**src/rtl/plc_pkg.sv**
```systemverilog
// Shared plant/controller definitions: FSM states, level thresholds, level clamp helper.
package plc_pkg;

  localparam int unsigned LVL_W = 8;   // level bus width
  localparam int unsigned SUM_W = 10;  // signed headroom for lvl +/- rate
  localparam int unsigned CNT_W = 8;   // overflow event counter width

  // Level thresholds shared with the level controller
  localparam logic [LVL_W-1:0] LVL_LOW  = LVL_W'(20);
  localparam logic [LVL_W-1:0] LVL_MID  = LVL_W'(50);
  localparam logic [LVL_W-1:0] LVL_HIGH = LVL_W'(90);

  typedef enum logic [1:0] {
    PS_NORMAL = 2'd0,
    PS_OVF    = 2'd1,
    PS_DRY    = 2'd2
  } plant_state_t;

  // Clamp a signed level sum into 0..lvl_max
  function automatic logic [LVL_W-1:0] clamp_lvl(input logic signed [SUM_W-1:0] sum,
                                                  input logic [LVL_W-1:0]        lvl_max);
    logic [LVL_W-1:0] res;
    if (sum[SUM_W-1]) begin
      res = '0;
    end else if (sum > $signed(SUM_W'(lvl_max))) begin
      res = lvl_max;
    end else begin
      res = sum[LVL_W-1:0];
    end
    return res;
  endfunction

endpackage

```
**src/rtl/tick_prescaler.sv**
```systemverilog
// Free-running update prescaler: one-cycle tick every TICK_DIV un-frozen cycles.
module tick_prescaler #(
  parameter int unsigned TICK_DIV = 1_000_000
) (
  input  logic clk,
  input  logic rst_n,
  input  logic i_freeze,
  output logic o_tick_c
);

  localparam int unsigned CNT_W = $clog2(TICK_DIV);
  localparam logic [CNT_W-1:0] LAST = CNT_W'(TICK_DIV - 1);

  logic [CNT_W-1:0] r_count;
  logic             w_at_last;

  assign w_at_last = (r_count == LAST);
  assign o_tick_c  = w_at_last & ~i_freeze;

  // Count 0..TICK_DIV-1 and wrap; freeze holds the current count
  always_ff @(posedge clk or negedge rst_n) begin
    if (!rst_n) begin
      r_count <= '0;
    end else if (!i_freeze) begin
      r_count <= w_at_last ? '0 : r_count + CNT_W'(1);
    end
  end

endmodule

```
**src/rtl/water_tank_plant.sv**
```systemverilog
// Process-side tank model: integrates pump fill/drain per tick, saturates, flags overflow/dry-run.
module water_tank_plant
  import plc_pkg::*;
#(
  parameter int unsigned TICK_DIV   = 1_000_000,
  parameter int unsigned FILL_RATE  = 2,
  parameter int unsigned DRAIN_RATE = 3,
  parameter int unsigned LVL_MAX    = 100,
  parameter int unsigned OVF_LVL    = 95,
  parameter int unsigned INIT_LVL   = 0
) (
  input  logic                CLK100MHZ,
  input  logic                CPU_RESETN,
  input  logic                pump1_ctrl,
  input  logic                pump2_ctrl,
  input  logic                freeze,
  output logic [LVL_W-1:0]    water_lvl,
  output logic                lvl_valid,
  output logic                overflow,
  output logic                dry_run,
  output logic [CNT_W-1:0]    ovf_count,
  output logic [1:0]          plant_state
);

  localparam logic signed [SUM_W-1:0] FILL_D    = SUM_W'(FILL_RATE);
  localparam logic signed [SUM_W-1:0] DRAIN_D   = SUM_W'(DRAIN_RATE);
  localparam logic signed [SUM_W-1:0] MAX_S     = SUM_W'(LVL_MAX);
  localparam logic [LVL_W-1:0]        LVL_MAX_V = LVL_W'(LVL_MAX);
  localparam logic [LVL_W-1:0]        OVF_LVL_V = LVL_W'(OVF_LVL);
  localparam logic [LVL_W-1:0]        INIT_V    = LVL_W'(INIT_LVL);
  localparam logic [CNT_W-1:0]        CNT_SAT   = '1;

  logic                    w_tick;
  logic signed [SUM_W-1:0] w_delta;
  logic signed [SUM_W-1:0] w_sum;
  logic [LVL_W-1:0]        w_next_lvl;
  logic                    w_over;
  logic                    w_under;

  logic [LVL_W-1:0]        r_water_lvl;
  logic                    r_lvl_valid;
  logic                    r_overflow;
  logic                    r_dry_run;
  logic [CNT_W-1:0]        r_ovf_count;
  plant_state_t            r_state;

  tick_prescaler #(
    .TICK_DIV (TICK_DIV)
  ) u_prescaler (
    .clk      (CLK100MHZ),
    .rst_n    (CPU_RESETN),
    .i_freeze (freeze),
    .o_tick_c (w_tick)
  );

  // Net per-tick change and the unclamped / clamped candidate level
  assign w_delta    = (pump1_ctrl ? FILL_D : SUM_W'(0)) - (pump2_ctrl ? DRAIN_D : SUM_W'(0));
  assign w_sum      = $signed(SUM_W'(r_water_lvl)) + w_delta;
  assign w_over     = (w_sum > MAX_S);
  assign w_under    = w_sum[SUM_W-1];
  assign w_next_lvl = clamp_lvl(w_sum, LVL_MAX_V);

  // Level integrator, plant FSM and overflow counter, all advanced on the tick
  always_ff @(posedge CLK100MHZ or negedge CPU_RESETN) begin
    if (!CPU_RESETN) begin
      r_water_lvl <= INIT_V;
      r_lvl_valid <= 1'b0;
      r_overflow  <= 1'b0;
      r_dry_run   <= 1'b0;
      r_ovf_count <= '0;
      r_state     <= PS_NORMAL;
    end else begin
      r_lvl_valid <= w_tick;
      if (w_tick) begin
        r_water_lvl <= w_next_lvl;
        case (r_state)
          PS_NORMAL: begin
            if (w_over) begin
              r_state    <= PS_OVF;
              r_overflow <= 1'b1;
              r_dry_run  <= 1'b0;
              if (r_ovf_count != CNT_SAT) begin
                r_ovf_count <= r_ovf_count + CNT_W'(1);
              end
            end else if (w_under && pump2_ctrl) begin
              r_state    <= PS_DRY;
              r_overflow <= 1'b0;
              r_dry_run  <= 1'b1;
            end else begin
              r_state    <= PS_NORMAL;
              r_overflow <= 1'b0;
              r_dry_run  <= 1'b0;
            end
          end
          PS_OVF: begin
            if (w_next_lvl < OVF_LVL_V) begin
              r_state    <= PS_NORMAL;
              r_overflow <= 1'b0;
            end else begin
              r_state    <= PS_OVF;
              r_overflow <= 1'b1;
            end
            r_dry_run <= 1'b0;
          end
          PS_DRY: begin
            if (!pump2_ctrl || (w_next_lvl != '0)) begin
              r_state   <= PS_NORMAL;
              r_dry_run <= 1'b0;
            end else begin
              r_state   <= PS_DRY;
              r_dry_run <= 1'b1;
            end
            r_overflow <= 1'b0;
          end
          default: begin
            r_state    <= PS_NORMAL;
            r_overflow <= 1'b0;
            r_dry_run  <= 1'b0;
          end
        endcase
      end
    end
  end

  assign water_lvl   = r_water_lvl;
  assign lvl_valid   = r_lvl_valid;
  assign overflow    = r_overflow;
  assign dry_run     = r_dry_run;
  assign ovf_count   = r_ovf_count;
  assign plant_state = r_state;

endmodule

```
**config.mk**
```make
export PLATFORM = sky130hd
export DESIGN_NAME = water_tank_plant
export DESIGN_NICKNAME = d
export VERILOG_FILES = /design/src/rtl/plc_pkg.sv /design/src/rtl/tick_prescaler.sv /design/src/rtl/water_tank_plant.sv
export SDC_FILE = /design/constraint.sdc
export NUM_CORES = 1
export LEC_CHECK = 0
export ABC_AREA = 1
export CAP_MARGIN = 20
export CORE_UTILIZATION = 52
export DETAILED_ROUTE_END_ITERATION = 16
export GPL_TIMING_DRIVEN = 0
export MAX_ROUTING_LAYER = met4
export PLACE_DENSITY = 0.75
export SYNTH_ARGS = -nofsm -noshare
export SYNTH_HDL_FRONTEND = slang
export SYNTH_SLANG_ARGS = --single-unit
export TNS_END_PERCENT = 50
```
**constraint.sdc**
```tcl
create_clock -name CLK100MHZ -period 2.4 [get_ports CLK100MHZ]
set_clock_uncertainty 0.05 [all_clocks]
set_input_delay 0.36 -clock CLK100MHZ [delete_from_list [all_inputs] [get_ports CLK100MHZ]]
set_output_delay 0.36 -clock CLK100MHZ [all_outputs]
set_load 0.01 [all_outputs]
```
== Yosys cells after proc, flatten, opt, wreduce, memory -nomap -nowiden ==
Index checks and enable logic that the tools add are counted.

* Reduce and logical (&&, ||, !) cells: 6
* Order comparisons: 2
* $add $sub $neg: 4
* Equality and inequality tests: 4
* Bitwise gates (word level): 2
* Multiplexer cells: 17

{| class="wikitable"
|+ Operator list
! cell !! number
|-
| adder 20 x 1 -> 20 bit (second input constant) || 1
|-
| == test 20 bit (second input constant) || 1
|-
| 2-to-1 mux 20 bit || 1
|-
| 2-to-1 mux 8 bit || 2
|-
| adder 9 x 3 -> 10 bit || 1
|-
| > comparator 10 x 8 -> 1 bit (second input constant) || 1
|-
| 2-to-1 mux 2 bit || 5
|-
| adder 8 x 1 -> 8 bit (second input constant) || 1
|-
| less-than comparator 8 x 7 -> 1 bit (second input constant) || 1
|-
| != test 8 bit (second input constant) || 1
|-
| nonzero test 8 bit || 1
|-
| 2-to-1 mux 1 bit || 6
|-
| one-hot mux 2 bit (3 select lines) || 1
|-
| one-hot mux 1 bit (2 select lines) || 2
|-
| AND reduction 4 bit || 1
|-
| subtractor 2 x 2 -> 3 bit || 1
|-
| == test 2 x 1 -> 1 bit (second input constant) || 1
|-
| == test 2 bit (second input constant) || 1
|-
| logical NOT 2 bit || 1
|-
| bitwise AND 1 bit || 1
|-
| logical AND 1 bit || 1
|-
| logical NOT 1 bit || 1
|-
| logical OR 1 bit || 1
|-
| inverter 1 bit || 1
|}

* Logic and storage cells: 42
* Output and inout bits: 21
* Flip-flop bits (word level): 41
* Input bits: 5

== Longest topological paths before layout ==
Gate-level depths: netlist of run 1.

* Word-level depth: 10
* Mapped depth: 18

== Hierarchy ==
Synthesis of run 1 repeated with hierarchy kept, for this count alone.

* Cell total of the unflattened synthesis: 402
* Area total of the unflattened synthesis: 2955.3 um^2

{| class="wikitable"
|+ By module, submodules not included
! module !! cells an instance !! times used !! area each (um^2) !! seq. area each (um^2)
|-
| water_tank_plant || 217 || 1 || 1650.3 || 525.5
|-
| tick_prescaler || 185 || 1 || 1305.0 || 500.5
|}

== Least setup slack after synthesis of run 1 ==
Ideal clock, no wire load.

* Kind: register to register
* Start point: reg r_water_lvl[0] (netlist: water_lvl[0])
* End point: reg r_ovf_count[6] (netlist: ovf_count[6])
* Setup time: 0.074 ns
* Arrival: 2.194 ns
* Stages on the path, launching flop included: 15
* Path slack: 0.082 ns
* Period minus slack after synthesis: 2.318 ns
* Cells stage by stage: dfrtp_1 ha_1 fa_1 nand3_1 o21bai_1 nand2_1 nand2_1 nand2_1 nand3_2 nand2_4 nand2_4 nor3_4 buf_6 nand2_1 o21ai_2

* Word-level cells in the longest chain between the ends: 3

{| class="wikitable"
|+ Ends and longest elaborated chain
! item !! RTL line !! text
|-
| from (decl) || water_tank_plant.sv:40 || <nowiki>logic [LVL_W-1:0] r_water_lvl;</nowiki>
|-
| from (signal assigned) || water_tank_plant.sv:75 || <nowiki>r_water_lvl <= w_next_lvl;</nowiki>
|-
| adder 9 x 3 -> 10 bit || water_tank_plant.sv:58 || <nowiki>assign w_sum = $signed(SUM_W'(r_water_lvl)) + w_delta;</nowiki>
|-
| > comparator 10 x 8 -> 1 bit || water_tank_plant.sv:59 || <nowiki>assign w_over = (w_sum > MAX_S);</nowiki>
|-
| AND reduction 4 bit (no line) || - ||
|-
| to (signal assigned) || water_tank_plant.sv:83 || <nowiki>r_ovf_count <= r_ovf_count + CNT_W'(1);</nowiki>
|-
| to (decl) || water_tank_plant.sv:44 || <nowiki>logic [CNT_W-1:0] r_ovf_count;</nowiki>
|}

No other way between the ends.
A chain may end at the register's enable or synchronous reset.

== Worst setup path in the final report of run 1 ==
* Start point: in pump2_ctrl
* End point: reg r_ovf_count[0] (netlist: ovf_count[0])

* Word-level cells in the longest chain between the ends: 5

{| class="wikitable"
|+ Ends and longest elaborated chain
! item !! RTL line !! text
|-
| from (decl) || water_tank_plant.sv:15 || <nowiki>input logic pump2_ctrl,</nowiki>
|-
| 2-to-1 mux 2 bit || water_tank_plant.sv:57 || <nowiki>assign w_delta = (pump1_ctrl ? FILL_D : SUM_W'(0)) - (pump2_ctrl ? DRAIN_D : SUM_W'(0));</nowiki>
|-
| subtractor 2 x 2 -> 3 bit || water_tank_plant.sv:57 ||
|-
| adder 9 x 3 -> 10 bit || water_tank_plant.sv:58 ||
|-
| > comparator 10 x 8 -> 1 bit || water_tank_plant.sv:59 ||
|-
| AND reduction 4 bit (no line) || - ||
|}

No other way between the ends.

==> metrics.yaml, run 1 <==
tritoncts: "built"
critPathBufInv: 3
total_setup_violations_reported_at_the_end_of_the_flow: 0
timing.critical_path.cells: "dlygate4sd2_1 -> ha_4 -> fa_2 -> buf_4 -> nand3_2 -> nand3_1 -> nand2_1 -> nand3_2 -> nand2_4 -> nand2_4 -> nor3_4 -> buf_6 -> xor2_1"
maxClockFrequency_ghz: 0.423
clkSlewWorstSetupHoldPaths_ns: 0.07
timing.critical_path.required_ns: 2.57
wire_length_of_the_first_global_routing_pass_um: 9730
hold_path_startpoint: "water_lvl[7]"
worst-slew-pin-transition_ns: 0.596
dpl.cell_count: 474
placement.cell_area_um2: 3010
endpoint_arrival_time_on_the_critical_path_ns: 2.53
antenna-diode-count: 0
area_grow_syn2layout_pct: 22.2
p_per_area_nw_per_um2: 518
floorplan.core_area_um2: 4820
timing.final.max_slew_violations: 0
drt_iter0_markers: 120
holdCritPathClass: "reg -> reg"
min_period_ns: 2.36
worst_slew_margin_relative_to_its_limit_pct: 59.9
wl_per_cell_um: 11.7
proportion_of_synthesized_chip_area_in_sequential_cells_pct: 38.6
drt_pre_antenna_iters: 7
drt-total-wl_um: 5760
grt_remaining_overflow: 0
io_buffer_count: 25
via_total_after_detailed_routing: 2438
clkLatencyLatePin_ns: 0.30
timing.critical_path.fanout_max: 5
gpl.final_weighted_congestion: 0.899
synth_cell_types: 35
reg2reg_from: "water_lvl[0]"
rrSetupSlack_ns: 0.05
cts.sinks: 41
timing.hold.ws_ns: 0.480
critPathLaunchType: "input pin"
gr-usage-all-layers_pct: 24.0
die-width_um: 73.5
peakVddDrop_uv: 455
synthesis.instances: 381
placementRows: 25
synthesis.yosys.warnings: 0
vias_in_the_first_global_route: 2257
run_status: "complete, no violations"
fraction_of_layout_instances_using_a_drive_strength_above_1_pct: 14.6
layout.cells.non_filler: 491
crit_path_max_incr_delay_ns: 0.38
grt_antenna_before_repair: 0
nets: 433
syn_nets: 391
hold_viol_final: 0
layout_worst_path_cycle_share_pct: 98.4
num_io_pins: 26
rsz0062_at_grt: "yes"
postSynthRegisterBits: 41
synth_area_per_cell_um2: 6.98
max_cap_violations: 0
slowest_cell_on_the_critical_path: "sky130_fd_sc_hd__fa_2"
htreeDepth: 2
num-fill-cells: 439
number_of_buffers_inserted_during_clock_tree_synthesis: 5
start_util_pct: 55.2
rr_worst_depth: 12
min_path_cells: 2
antenna_violating_nets_post_route: 0
post_detailed_route_via_to_cell_ratio: 4.97
r2r-end: "ovf_count[0]"
hold-path-endpoint: "water_lvl[7]"
place_hpwl_um: 4280
power.leakage_nw: 1.64
cpLargestDelayFamily: "simple AND/OR/NAND/NOR gates"
clock_tree.root_cell: "sky130_fd_sc_hd__clkbuf_8"
post-route-util_pct: 67.4
timing.critical_path.to_type: "register"
classification_of_the_worst_setup_path: "in -> reg"
total_power_mw: 1.68
die-area_um2: 5400
netlist_area_um2: 2660
final_area_um2: 3250
fp.dieH_um: 73.5
cts_buffer_depth: 2
drc: 0
grt_start_max_net_pins: 23
## synth_stat cells
master,instances,area share (%)
sky130_fd_sc_hd__nand2_1,111,16
sky130_fd_sc_hd__inv_1,58,8.2
sky130_fd_sc_hd__dfrtp_1,41,39
sky130_fd_sc_hd__nor2_1,40,5.6
sky130_fd_sc_hd__nand3_1,33,6.2
sky130_fd_sc_hd__o21ai_0,16,3.0
sky130_fd_sc_hd__nor3_1,11,2.1
sky130_fd_sc_hd__xor2_1,10,3.3
sky130_fd_sc_hd__a21oi_1,8,1.5
sky130_fd_sc_hd__nand2_2,7,1.6
sky130_fd_sc_hd__nand4_1,7,1.6
sky130_fd_sc_hd__ha_1,4,1.9
sky130_fd_sc_hd__o21ai_1,3,0.56
sky130_fd_sc_hd__o21ai_2,3,0.99
sky130_fd_sc_hd__buf_6,2,0.85
sky130_fd_sc_hd__inv_2,2,0.28
sky130_fd_sc_hd__nand2_4,2,0.85
sky130_fd_sc_hd__nand3_2,2,0.75
sky130_fd_sc_hd__nor2_2,2,0.47
sky130_fd_sc_hd__nor2_4,2,0.85
sky130_fd_sc_hd__nor4_1,2,0.47
sky130_fd_sc_hd__o21bai_1,2,0.56
sky130_fd_sc_hd__a31oi_1,1,0.24
sky130_fd_sc_hd__buf_1,1,0.14
sky130_fd_sc_hd__buf_4,1,0.28
sky130_fd_sc_hd__clkbuf_1,1,0.14
sky130_fd_sc_hd__clkinv_1,1,0.14
sky130_fd_sc_hd__fa_1,1,0.75
sky130_fd_sc_hd__nand3b_1,1,0.28
sky130_fd_sc_hd__nor3_4,1,0.61
sky130_fd_sc_hd__nor3b_1,1,0.28
sky130_fd_sc_hd__o21a_1,1,0.28
sky130_fd_sc_hd__or2_1,1,0.24
sky130_fd_sc_hd__or2_2,1,0.24
sky130_fd_sc_hd__xnor2_1,1,0.33
## per-layer routing
| metal | global-route usage (%) | vias to the layer above | share of wire (%) |
|---|---|---|---|
| li1 | - | 1277 | - |
| met4 | 5.56 | 0 | 0.47 |
| met3 | 4.25 | 4 | 3.6 |
| met5 | - | - | 0 |
| met1 | 33.2 | 1115 | 50 |
| met2 | 36.6 | 42 | 46 |
## worst min-delay path: cells and delay by family (launching register included)
| kind | cells | cell delay [ns] |
|---|---|---|
| buffers and inverters | 1 | 0.05 |
| flip-flops | 1 | 0.39 |
| AND/OR/NAND/NOR | 1 | 0.07 |
## layout by cell type (no fill, tap or decap), types with 4 or more instances in the layout
| cell type | count |
|---|---|
| sky130_fd_sc_hd__inv_1 | 58 |
| sky130_fd_sc_hd__clkbuf_8 | 5 |
| sky130_fd_sc_hd__nand4_1 | 7 |
| sky130_fd_sc_hd__o21ai_0 | 16 |
| sky130_fd_sc_hd__nor3_1 | 11 |
| sky130_fd_sc_hd__clkdlybuf4s50_1 | 22 |
| sky130_fd_sc_hd__nand2_1 | 103 |
| sky130_fd_sc_hd__a21oi_1 | 8 |
| sky130_fd_sc_hd__buf_6 | 4 |
| sky130_fd_sc_hd__nand3_2 | 4 |
| sky130_fd_sc_hd__dfrtp_1 | 40 |
| sky130_fd_sc_hd__nor2_2 | 5 |
| sky130_fd_sc_hd__nand3_1 | 31 |
| sky130_fd_sc_hd__nand2_2 | 15 |
| sky130_fd_sc_hd__nor2_1 | 36 |
| sky130_fd_sc_hd__xor2_1 | 10 |
| sky130_fd_sc_hd__buf_4 | 7 |
## kinds of logic (layout without fill, tap and decap cells)
logic type	count (synthesis)	in the layout	synth area share, %
AO/OA/AOI/OAI	34	34	7.16
adder cells (fa/ha/maj)	5	5	2.64
XOR/XNOR	11	11	3.63
AND/OR/NAND/NOR	224	224	37.9
flip-flops	41	41	38.6
buffers and inverters	66	109	10.0
## per-stage QoR
| stage | setup WS, ns | TNS (ns) |
|---|---|---|
| after floorplan | 0.0818 | 0 |
| after global placement | -0.769 | -16.43 |
| after detailed placement | -0.749 | -11.58 |
| after CTS | 0.0173 | 0 |
| after global routing | -0.119 | -0.801 |
| final | 0.0374 | 0 |
## final cells by class
type                    count  area [um2]  area share, %
multi-input cells         274        1430           44.1
flip-flops and latches     41        1030           31.6
repair buffers             35         348           10.7
inverters                  61         229           7.05
well taps                  67        83.8           2.58
clock buffers               5        68.8           2.12
plain buffers               5        37.5           1.16
clock inverters             3        21.3          0.655
## power by group
part	internal [mW]	leakage, nW	switching (mW)
Sequential	0.765	0.494	0.0718
Clock	0.206	0.0445	0.248
Combinational	0.146	1.10	0.244
Total	1.12	1.64	0.563
## sequential cells by signal, summed over array words and instances (netlist names)
register             count
u_prescaler.r_count     20
ovf_count                8
water_lvl                8
plant_state              2
dry_run                  1
lvl_valid                1
overflow                 1
## repair_timing
item,CTS,global route
pin swaps,1,9
endpoints found under the setup margin,19,14
hold endpoints to repair,19,0
gates cloned,0,1
hold buffers,1,0
buffers inserted,2,5
resized for setup,5,22
## worst max-delay path by stage
stage / endpoint / cells after the start / slack, ns / startpoint
final: ovf_count[0] / 13 / 0.04 / pump2_ctrl
after global routing: ovf_count[0] / 12 / -0.12 / water_lvl[0]
after CTS: ovf_count[0] / 12 / 0.02 / water_lvl[0]
after detailed placement: ovf_count[7] / 15 / -0.75 / pump2_ctrl
after global placement: ovf_count[5] / 15 / -0.77 / pump2_ctrl
after floorplan: ovf_count[6] / 14 / 0.08 / water_lvl[0]
Power figures use the tool's default switching activity.
==> inputs of run 2 (changes only) <==
--- a/config.mk
+++ b/config.mk
@@ -7,6 +7,7 @@
 export LEC_CHECK = 0
 export ABC_AREA = 1
 export CAP_MARGIN = 20
+export CORE_ASPECT_RATIO = 1.5
 export CORE_UTILIZATION = 52
 export DETAILED_ROUTE_END_ITERATION = 16
 export GPL_TIMING_DRIVEN = 0
==> constraint.sdc (replaced) <==
create_clock -name CLK100MHZ -period 2.1 [get_ports CLK100MHZ]
set_clock_uncertainty 0.05 [all_clocks]
set_input_delay 0.315 -clock CLK100MHZ [delete_from_list [all_inputs] [get_ports CLK100MHZ]]
set_output_delay 0.315 -clock CLK100MHZ [all_outputs]
set_load 0.01 [all_outputs]
==> metrics.yaml, run 2 (synthesis results as in run 1) <==
io_buffer_count: 25  # unchanged
area_grow_syn2layout_pct: 25.3
classification_of_the_worst_setup_path: "reg -> reg"
comb_power_share_pct: 21.9  # -1.3 points
peakVddDrop_uv: 508  # +12%
grt_remaining_overflow: 0  # unchanged
htreeDepth: 2  # unchanged
timing.critical_path.fanout_max: 5  # unchanged
die-area_um2: 5410  # +0.10%
hold_viol_final: 0  # unchanged
floorplan.core_area_um2: 4890  # +1.5%
drt_iter0_markers: 139  # +16%
start_util_pct: 54.4  # -0.79 points
holdCritPathClass: "in -> async"
power.leakage_nw: 1.67  # +2.2%
worst_slew_margin_relative_to_its_limit_pct: 63.2  # +3.3 points
cts.sinks: 41  # unchanged
antenna-diode-count: 0  # unchanged
number_of_buffers_inserted_during_clock_tree_synthesis: 5  # unchanged
crit_path_max_incr_delay_ns: 0.56  # +0.18 ns
die-width_um: 60.4  # -18%
wire_length_of_the_first_global_routing_pass_um: 9790  # +0.64%
fraction_of_layout_instances_using_a_drive_strength_above_1_pct: 16.4  # +1.7 points
switching_share_pct: 31.1  # -2.4 points
post-route-util_pct: 68.1  # +0.72 points
placementRows: 31  # +24%
via_total_after_detailed_routing: 2546  # +4.4%
critPathBufInv: 1  # -2
largest_register_ffs: 20  # unchanged
failed_checks: "setup timing"
timing.critical_path.cells: "ha_2 -> fa_2 -> nor2_4 -> nor2_2 -> nor2_1 -> nand2_1 -> nand3_2 -> nand2_4 -> nand2_4 -> nor3_4 -> buf_6 -> xor2_1"
timing.final.max_slew_violations: 0  # unchanged
critPathLaunchType: "register"
layout_worst_path_cycle_share_pct: 117
gr-usage-all-layers_pct: 24.7  # +0.76 points
worst-slew-pin-transition_ns: 0.547  # -0.0490 ns
slowest_cell_on_the_critical_path: "sky130_fd_sc_hd__fa_2"
num_io_pins: 26  # unchanged
nets: 437  # +0.92%
clkLatencyLatePin_ns: 0.29  # about the same
gr-usage-met1_pct: 25.8  # -7.4 points
globalRouteMet3Util_pct: 4.05  # -0.20 points
most_common_library_cell_in_the_layout_ignoring_fill_and_taps: "sky130_fd_sc_hd__nand2_1"
total_power_mw: 2.08  # +24%
cts_buffer_depth: 2  # unchanged
total_setup_violations_reported_at_the_end_of_the_flow: 15  # +15
timing.critical_path.to_type: "register"
num-fill-cells: 444  # +1.1%
grt_antenna_before_repair: 0  # unchanged
place_hpwl_um: 4500  # +5.2%
antenna_violating_nets_post_route: 0  # unchanged
drt-total-wl_um: 6220  # +7.8%
vias_in_the_first_global_route: 2386  # +5.7%
final_area_um2: 3330  # +2.5%
top_register: "u_prescaler.r_count"
globalRouteMet2Util_pct: 45.1  # +8.5 points
placement.cell_area_um2: 3010  # about the same
critical-path-top-cell-by-count: "sky130_fd_sc_hd__nand2_4"
clkSlewWorstSetupHoldPaths_ns: 0.08  # about the same
pwr-share-seq_pct: 46.0  # -3.8 points
wl_per_cell_um: 12.6  # +7.2%
tritoncts: "built"
power_frac_clock_pct: 32.2  # +5.2 points
fp.dieH_um: 89.6  # +22%
maxClockFrequency_ghz: 0.408
worst_slack_ns: -0.350  # -0.388 ns
post_detailed_route_via_to_cell_ratio: 5.15  # +3.8%
power_report.internal_total_mw: 1.43  # +28%
run_status: "complete, but fails checks"
drc: 0  # unchanged
grt_start_max_net_pins: 28  # +22%
gpl.final_weighted_congestion: 0.846  # -5.9%
global_route.peak_usage_layer: "met2"
clock_tree.root_cell: "sky130_fd_sc_hd__clkbuf_8"
min_period_ns: 2.45
timing.critical_path.required_ns: 2.27  # -0.30 ns
p_per_area_nw_per_um2: 625  # +21%
layout_common_cells: "sky130_fd_sc_hd__nand2_1, sky130_fd_sc_hd__inv_1, sky130_fd_sc_hd__dfrtp_1"
rsz0062_at_grt: "yes"
drt_pre_antenna_iters: 4  # -3
cpLargestDelayFamily: "simple AND/OR/NAND/NOR gates"
endpoint_arrival_time_on_the_critical_path_ns: 2.62  # +0.09 ns
p_switching_mw: 0.648  # +15%
max_cap_violations: 0  # unchanged
==> run 2: cell count changes in the layout (fill, tap and decap cells not counted), sizes merged <==
cell / previous run / this run
buf: 14 / 18
clkbuf: 6 / 7
dlygate4sd2: 2 / 0
dlymetal6s2s: 0 / 1
bufinv: 0 / 1
clkdlybuf4s15: 0 / 1
inv: 62 / 60
==> run 2: cell type report <==
class                   count  area (um2)  area share (%)
well taps                  66        82.6            2.48
clock buffers               6        82.6            2.48
clock inverters             2        37.5            1.13
plain buffers               5        38.8            1.16
inverters                  61         230            6.91
flip-flops and latches     41        1030            30.8
multi-input cells         274        1450            43.6
repair buffers             39         380            11.4
==> run 2: stage by stage <==
stage / cells / worst slack [ns] / hold slack, ns / TNS (ns)
floorplan: 381 / -0.180 / -0.0306 / -1.57
global placement: 472 / -0.961 / 0.451 / -32.87
detailed placement: 473 / -0.997 / 0.200 / -18.80
CTS: 489 / -0.251 / 0.412 / -2.98
global route: 494 / -0.449 / 0.438 / -5.80
finish: 494 / -0.350 / 0.411 / -3.44
==> run 2: final timing paths <==
kind	depth (start not counted)	end	slack, ns	startpoint
setup / recovery	12	ovf_count[0]	-0.35	water_lvl[0]
hold / removal	2	u_prescaler.r_count[10]	0.41	CPU_RESETN
setup reg to reg	12	ovf_count[0]	-0.35	water_lvl[0]
hold reg to reg	2	overflow	0.47	overflow
max in group asynchronous	3	plant_state[1]	1.12	CPU_RESETN
min in group CLK100MHZ	2	overflow	0.47	overflow
==> run 2: repair_timing <==
item	CTS	global route
cloned	0	1
gates resized for setup	11	25
hold endpoints to repair	14	0
setup endpoints to repair	25	27
pin swaps	8	9
hold buffers	1	0
setup buffers	7	4
==> run 2: per-layer routing <==
layer	up-vias	wire, um
met5	-	0
met4	0	137
met3	11	145
met2	44	3460
met1	1200	2470
li1	1291	-
==> run 2: power groups by stage <==
stage               sequential (mW)  clock, mW  combinational [mW]
detailed placement            0.966          0               0.414
CTS                           0.951      0.680               0.432
global route                  0.966      0.710               0.525
floorplan                     0.950          0               0.315
finish                        0.957      0.670               0.455
global placement              0.963          0               0.403
